<file path="src/rtl/rtc_bus_cycle.sv">
// rtc_bus_cycle: Intel-mode address/data bus-cycle engine for the V3023 RTC.
// One start request runs an address write transfer followed by a data write or read.
module rtc_bus_cycle #(
  parameter int unsigned T_SETUP = 2,
  parameter int unsigned T_PULSE = 4,
  parameter int unsigned T_HOLD  = 2,
  parameter int unsigned T_GAP   = 2
) (
  input  logic       Clock,
  input  logic       Reset,
  input  logic       start,
  input  logic       rd_nwr,
  input  logic [7:0] din,
  input  logic [7:0] ad_in,
  output logic [7:0] ad_out,
  output logic       ad_oe,
  output logic       A_D,
  output logic       CS,
  output logic       WR,
  output logic       RD,
  output logic       sent_a,
  output logic       sent_d,
  output logic       fin,
  output logic       busy,
  output logic [7:0] rd_data
);

  localparam int unsigned CNT_W = 8;

  localparam logic [CNT_W-1:0] LD_SETUP = CNT_W'(T_SETUP - 1);
  localparam logic [CNT_W-1:0] LD_PULSE = CNT_W'(T_PULSE - 1);
  localparam logic [CNT_W-1:0] LD_HOLD  = CNT_W'(T_HOLD - 1);
  localparam logic [CNT_W-1:0] LD_GAP   = CNT_W'(T_GAP - 1);

  typedef enum logic [3:0] {
    S_IDLE,
    S_A_SETUP,
    S_A_STROBE,
    S_A_HOLD,
    S_GAP,
    S_D_SETUP,
    S_D_STROBE,
    S_D_HOLD,
    S_DONE
  } state_t;

  state_t           state_q, state_d;
  logic [CNT_W-1:0] cnt_q, cnt_d, cnt_dec;
  logic             rd_nwr_q, rd_nwr_d;
  logic             cnt_zero;
  logic             capture;
  logic             ad_oe_d, a_d_d, cs_d, wr_d, rd_d;
  logic             sent_a_d, sent_d_d, fin_d, busy_d;

  assign cnt_zero = (cnt_q == '0);
  assign cnt_dec  = cnt_q - CNT_W'(1);
  // Read data is sampled on the edge that ends the read strobe, while RD is still low.
  assign capture  = (state_q == S_D_STROBE) && cnt_zero && rd_nwr_q;

  // The upstream FSM may switch din on sent_a/sent_d, so the bus drive follows din directly.
  assign ad_out = ad_oe ? din : 8'h00;

  // Next state, phase counter, and control outputs decoded from the next state.
  always_comb begin
    state_d  = state_q;
    cnt_d    = cnt_q;
    rd_nwr_d = rd_nwr_q;
    ad_oe_d  = 1'b0;
    a_d_d    = 1'b1;
    cs_d     = 1'b1;
    wr_d     = 1'b1;
    rd_d     = 1'b1;
    sent_a_d = 1'b0;
    sent_d_d = 1'b0;
    fin_d    = 1'b0;
    busy_d   = 1'b0;

    case (state_q)
      S_IDLE: begin
        if (start) begin
          rd_nwr_d = rd_nwr;
          state_d  = S_A_SETUP;
          cnt_d    = LD_SETUP;
        end
      end
      S_A_SETUP: begin
        if (cnt_zero) begin state_d = S_A_STROBE; cnt_d = LD_PULSE; end
        else cnt_d = cnt_dec;
      end
      S_A_STROBE: begin
        if (cnt_zero) begin state_d = S_A_HOLD; cnt_d = LD_HOLD; end
        else cnt_d = cnt_dec;
      end
      S_A_HOLD: begin
        if (cnt_zero) begin state_d = S_GAP; cnt_d = LD_GAP; end
        else cnt_d = cnt_dec;
      end
      S_GAP: begin
        if (cnt_zero) begin state_d = S_D_SETUP; cnt_d = LD_SETUP; end
        else cnt_d = cnt_dec;
      end
      S_D_SETUP: begin
        if (cnt_zero) begin state_d = S_D_STROBE; cnt_d = LD_PULSE; end
        else cnt_d = cnt_dec;
      end
      S_D_STROBE: begin
        if (cnt_zero) begin state_d = S_D_HOLD; cnt_d = LD_HOLD; end
        else cnt_d = cnt_dec;
      end
      S_D_HOLD: begin
        if (cnt_zero) begin state_d = S_DONE; cnt_d = '0; end
        else cnt_d = cnt_dec;
      end
      S_DONE:  state_d = S_IDLE;
      default: state_d = S_IDLE;
    endcase

    busy_d = (state_d != S_IDLE);

    case (state_d)
      S_A_SETUP, S_A_HOLD: begin
        cs_d = 1'b0; a_d_d = 1'b0; sent_a_d = 1'b1; ad_oe_d = 1'b1;
      end
      S_A_STROBE: begin
        cs_d = 1'b0; a_d_d = 1'b0; sent_a_d = 1'b1; ad_oe_d = 1'b1; wr_d = 1'b0;
      end
      S_D_SETUP, S_D_HOLD: begin
        cs_d = 1'b0; sent_d_d = 1'b1; ad_oe_d = ~rd_nwr_d;
      end
      S_D_STROBE: begin
        cs_d = 1'b0; sent_d_d = 1'b1; ad_oe_d = ~rd_nwr_d;
        if (rd_nwr_d) rd_d = 1'b0;
        else          wr_d = 1'b0;
      end
      S_DONE:  fin_d = 1'b1;
      default: ;
    endcase
  end

  // State, counter, latched transfer type, control outputs and read capture.
  always_ff @(posedge Clock) begin
    if (Reset) begin
      state_q  <= S_IDLE;
      cnt_q    <= '0;
      rd_nwr_q <= 1'b0;
      ad_oe    <= 1'b0;
      A_D      <= 1'b1;
      CS       <= 1'b1;
      WR       <= 1'b1;
      RD       <= 1'b1;
      sent_a   <= 1'b0;
      sent_d   <= 1'b0;
      fin      <= 1'b0;
      busy     <= 1'b0;
      rd_data  <= 8'h00;
    end else begin
      state_q  <= state_d;
      cnt_q    <= cnt_d;
      rd_nwr_q <= rd_nwr_d;
      ad_oe    <= ad_oe_d;
      A_D      <= a_d_d;
      CS       <= cs_d;
      WR       <= wr_d;
      RD       <= rd_d;
      sent_a   <= sent_a_d;
      sent_d   <= sent_d_d;
      fin      <= fin_d;
      busy     <= busy_d;
      if (capture) rd_data <= ad_in;
    end
  end

endmodule

</file>
<file path="config.mk">
export PLATFORM = sky130hd
export DESIGN_NAME = rtc_bus_cycle
export DESIGN_NICKNAME = d
export VERILOG_FILES = /design/src/rtl/rtc_bus_cycle.sv
export SDC_FILE = /design/constraint.sdc
export NUM_CORES = 1
export LEC_CHECK = 0
export ABC_AREA = 1
export BUFFER_PORTS_ARGS = -buffer_cell sky130_fd_sc_hd__buf_4
export CAP_MARGIN = 25
export CORE_MARGIN = 4
export CORE_UTILIZATION = 53
export DETAILED_ROUTE_END_ITERATION = 7
export GPL_TIMING_DRIVEN = 1
export PLACE_DENSITY = 0.83
export SLEW_MARGIN = 15
export SYNTH_ARGS = -nofsm -noshare
export SYNTH_HDL_FRONTEND = slang
export SYNTH_SLANG_ARGS = --single-unit
</file>
<file path="constraint.sdc">
create_clock -name Clock -period 3.8 [get_ports Clock]
set_input_delay 0 -clock Clock [delete_from_list [all_inputs] [get_ports Clock]]
set_output_delay 0 -clock Clock [all_outputs]
set_load 0.005 [all_outputs]
</file>
-- After elaboration in Yosys (flattened, before gate mapping)
Cells that the tools add are included.
- bits of input ports: 20
- bits in registers: 30
- logic and storage cells: 70
- output and inout bits: 25
- equality and inequality tests: 15
- reduce and logical (&&, ||, !) cells: 13
- multiplexer cells: 26
- add/subtract/negate cells: 1
- bitwise gates (word level): 2
- operators with widths (operator ; number):
    $mux W8 ; 5
    $mux W4 ; 8
    $pmux W4 S8 ; 1
    $pmux W8 S4 ; 1
    $eq A4 B3 Y1 const B ; 7
    $eq A4 B2 Y1 const B ; 4
    $mux W1 ; 9
    $eq A4 B1 Y1 const B ; 2
    $logic_not A8 Y1 ; 1
    $reduce_bool A4 Y1 ; 2
    $sub A8 B1 Y8 const B ; 1
    $reduce_or A3 Y1 ; 2
    $reduce_or A6 Y1 ; 1
    $eq A4 B4 Y1 const B ; 1
    $logic_not A4 Y1 ; 1
    $pmux W1 S2 ; 2
    $reduce_or A2 Y1 ; 2
    $reduce_or A4 Y1 ; 1
    $logic_and A1 B1 Y1 ; 2
    $ne A2 B2 Y1 const B ; 1
    $not A1 Y1 ; 2
    $reduce_and A2 Y1 ; 1

-- Logic depth before layout (Yosys ltp)
- depth after elaboration: 6
- gate-level depth with buffers: 11

-- Least setup slack after synthesis
No wires, ideal clock.
- path kind: register to register
- start point: register cnt_q[0]
- end point: register sent_d
- arrival time: 1.319 ns
- path buffers: 0
- stages on the path, launching flop included: 11
- slack: 2.367 ns
- required time: 3.685 ns
- path through: dfxtp_1 inv_1 ha_1 nand2_2 nor2_8 nand2_2 nand2_2 nand2_2 nor2_4 nand2_2 and2_1
- longest elaborated chain between the ends: 6
- elaborated cells between the ends (all ways): 14
- RTL lines (what ; line ; RTL):
    from (decl) ; 48 ; logic [CNT_W-1:0] cnt_q, cnt_d, cnt_dec;
    from (signal assigned) ; 158 ; cnt_q <= cnt_d;
    $logic_not A8 Y1 (*) ; 55 ; assign cnt_zero = (cnt_q == '0);
    $mux W4, or another cell as far along ; 111 ; if (cnt_zero) begin state_d = S_DONE; cnt_d = '0; end
    $pmux W4 S8 (*) ; 78 ; case (state_q)
    $eq A4 B3 Y1 ; 120 ; case (state_d)
    $reduce_or A3 Y1 (no line) (*) ; n/a ;
    $mux W1 (*) ; 120 ;
    to (signal assigned) ; 166 ; sent_d <= sent_d_d;
    to (decl) ; 22 ; output logic sent_d,
Every way passes the cells marked *; elsewhere a longest branch is shown, timed or not.
A chain may end at the register's enable or synchronous reset.

-- Worst setup path in the final report
Same ends and word-level chain as after synthesis.

==> key figures <==
Place
  • Final HPWL DP: approximately 2600 µm
  • DP Cell Count: 256
  • GPL Wtd Cong: 0.860
  • Placed Instance Area: around 1800 µm²
  • Buffers on Ports: 44

Global routing
  • Gr usage total: between 20 and 25%
  • Gr ovfl total: 0
  • Vias in the first global route: about 1300
  • Initial antenna violation count: 0
  • Largest net degree at the start of global routing: 17
  • Global-route wire length before repair: 5660 µm

Cells and area
  • Multi-input gate area: 687 µm²
  • Register area: 601 µm²
  • Most common cell after layout, fill and taps aside: buf_4
  • Fraction of layout cells with a size suffix above 1: 34.2%
  • Antenna cells: 0
  • Most frequent cells in the layout: 44 x buf_4, 30 x dfxtp_1, 28 x inv_1, 28 x nand2_1, 16 x nor2_1
  • Top Registers: cnt_q (8), rd_data (8), state_q (4)
  • Design area: 1930 µm²
  • Fill count: 194
  • P&R area growth vs syn: 35.8%
  • Finished Layout Cells: 273
  • Nets@finish: roughly 260

Clock network
  • Clk Latency, worst-skew pair: 0.34 ns
  • Resized cells post-CTS: 0
  • CTS tree: built
  • CTS Sinks: 30
  • CTS Buf Count: 5
  • Root buf cell: clkbuf_4
  • Clock buffer depth: 2
  • Max H-tree Level: 2
  • Post-CTS Setup Inserts: 0
  • Hold buffers post-CTS: 9
  • Clk pin slew, worst setup/hold paths: 0.10 ns

Drt
  • Residual DRC: 0
  • Vias per std cell: 5.03
  • Initial drt markers: 29
  • Final wirelength: 3620 µm
  • DRT Pass-1 Iters: 4
  • Routed vias: around 1400
  • Wire length per cell: around 13 µm
  • Post-route ant nets: 0

Worst setup path
  • Max incr delay on CP: 0.33 ns
  • Crit start category: flip-flop
  • CP cell instances: inv_1 -> ha_1 -> nand2_2 -> nor2_8 -> a21oi_1 -> a21oi_1 -> nand2_2 -> and2_1
  • Reg2reg setup slack: 2.20 ns
  • Crit path from: cnt_q[0]
  • CP Max Fanout: 7
  • R2R cell count: 8
  • WP data required: 4.03 ns
  • Worst path bufs/invs: 1
  • Reg-to-reg endpoint: sent_d
  • Slowest CP cell: dfxtp_1
  • Setup CP Type: flip-flop to flip-flop
  • Worst reg2reg path startpoint: cnt_q[0]
  • Worst path top cell family by delay: simple AND/OR/NAND/NOR gates
  • Worst setup EP type: flip-flop
  • Critical Path AT: 1.83 ns

Synth
  • Number of synthesized register bits: 30
  • Netlist area before placement: 1420 µm²
  • Post-synth cell types: 32
  • Ys async rst share: 0%
  • Ys Warns: 0
  • Mapped Cells: 185
  • Sequential share of the synthesized area: between 40% and 50%
  • Post-synth net total: 207
  • Syn Area/Cell: just under 8 µm²
  • Post-synth EDFFs: 0
  • Top_reg_cell synth: dfxtp_1

Timing
  • RSZ-0062 raised after global routing: false
  • Skew final: 0.0114 ns
  • Post-route clock period utilization: 42.1%
  • Final setup vio count: 0
  • Final hold viol count: 0
  • Fmax achieved: approximately 0.63 GHz
  • Least-Margin Pin Slew: 0.495 ns
  • Max-slew violation count: 0
  • Setup TNS: 0 ns
  • Final min period: 1.60 ns
  • Slew HR: 67.0%

Power
  • Gate power share: 43.1%
  • Lkg Pwr: roughly 0.97 nW
  • Flop pwr share: 37.7%
  • VDD IR max: around 0.38 mV
  • Switching power total: 0.436 mW
  • P_int: 0.639 mW
  • Clock power share: 19.1%
  • Sw frac: around 41%
  • Power Dens Cells: 556 nW/µm²

Floorplanning
  • Row cnt: 18
  • Starting density of the core: 56.4%
  • CORE AREA: around 2500 µm²
  • I/O pin cnt: between 40 and 50
  • Die height: 59.8 µm
  • Die ar.: 3580 µm²
  • Die W: 59.8 µm

Worst hold path
  • Worst hold start: rd_nwr
  • WHS Path Cells: 4
  • Class of the worst hold path: primary input to flip-flop
  • Worst Hold End: rd_nwr_q

Run
  • Max-Cap Viols: 0

Status
  • Run status: finished clean
-- power by group through the flow --
stage / sequential, mW / clock, mW / combinational (mW)
after floorplan: 0.400 / 0 / 0.336
after global placement: 0.408 / 0 / 0.435
after detailed placement: 0.411 / 0 / 0.451
after CTS: 0.404 / 0.209 / 0.461
after global routing: 0.411 / 0.230 / 0.514
final: 0.406 / 0.206 / 0.464
-- stage by stage --
step / setup WS [ns] / util, % / total power, mW / hold WS, ns
floorplan: 2.37 / - / 0.735 / 0.0691
global placement: 2.30 / 70.5 / 0.843 / 0.246
detailed placement: 2.23 / 70.5 / 0.862 / 0.241
CTS: 2.21 / 76.6 / 1.07 / 0.0425
global route: 2.10 / 76.6 / 1.15 / 0.0374
finish: 2.20 / 76.6 / 1.08 / 0.0529
-- synthesized netlist by cell type, types with 3 or more instances --
library cell | number | area share, %
o21ai_2 | 3 | 1.8
nor2_4 | 3 | 2.4
nand2_1 | 28 | 7.4
nor2_2 | 4 | 1.8
a21oi_1 | 15 | 5.3
nand3_1 | 5 | 1.8
nand2_2 | 9 | 4.0
inv_2 | 5 | 1.3
o21ai_0 | 12 | 4.2
nand4_1 | 3 | 1.3
dfxtp_1 | 30 | 42
nor2_1 | 16 | 4.2
inv_1 | 28 | 7.4
-- worst max path at each step --
stage                        end  slack [ns]  cells past startpoint
final                     sent_d        2.20                      8
after global routing       ad_oe        2.10                      9
after CTS                  ad_oe        2.21                      9
after detailed placement   ad_oe        2.23                      9
after global placement    sent_d        2.30                      8
after floorplan           sent_d        2.37                     10
-- cell type report --
type / instances / share of cell area [%]
clock inverters: 2 / 0.647
well taps: 30 / 1.94
repair buffers: 53 / 21.7
multi-input cells: 119 / 35.5
flip-flops and latches: 30 / 31.1
inverters: 33 / 6.41
clock buffers: 6 / 2.65
-- kinds of logic (layout without fill, tap and decap cells) --
group | Yosys count | in the layout | share of synthesized area, %
AND/OR/NAND/NOR | 80 | 80 | 30.9
buffers and inverters | 36 | 94 | 9.58
AO/OA/AOI/OAI | 35 | 35 | 14.3
flip-flops | 30 | 30 | 42.2
adder cells (fa/ha/maj) | 2 | 2 | 1.76
XOR/XNOR | 2 | 2 | 1.23
-- routing by layer --
| metal | part of all wire, % | track usage (%) | vias to the layer above |
|---|---|---|---|
| li1 | - | - | 696 |
| met1 | 37 | 23.0 | 617 |
| met2 | 51 | 37.5 | 49 |
| met3 | 7.9 | 7.34 | 12 |
| met4 | 3.2 | 11.7 | 0 |
| met5 | 0 | 0 | - |
-- tightest hold or removal path: cells and delay by family --
kind                   cells  cell delay (ns)
AO/OA/AOI/OAI              1             0.08
AND/OR/NAND/NOR            2             0.20
buffers and inverters      1             0.07
(Power assumes the default switching activity.)
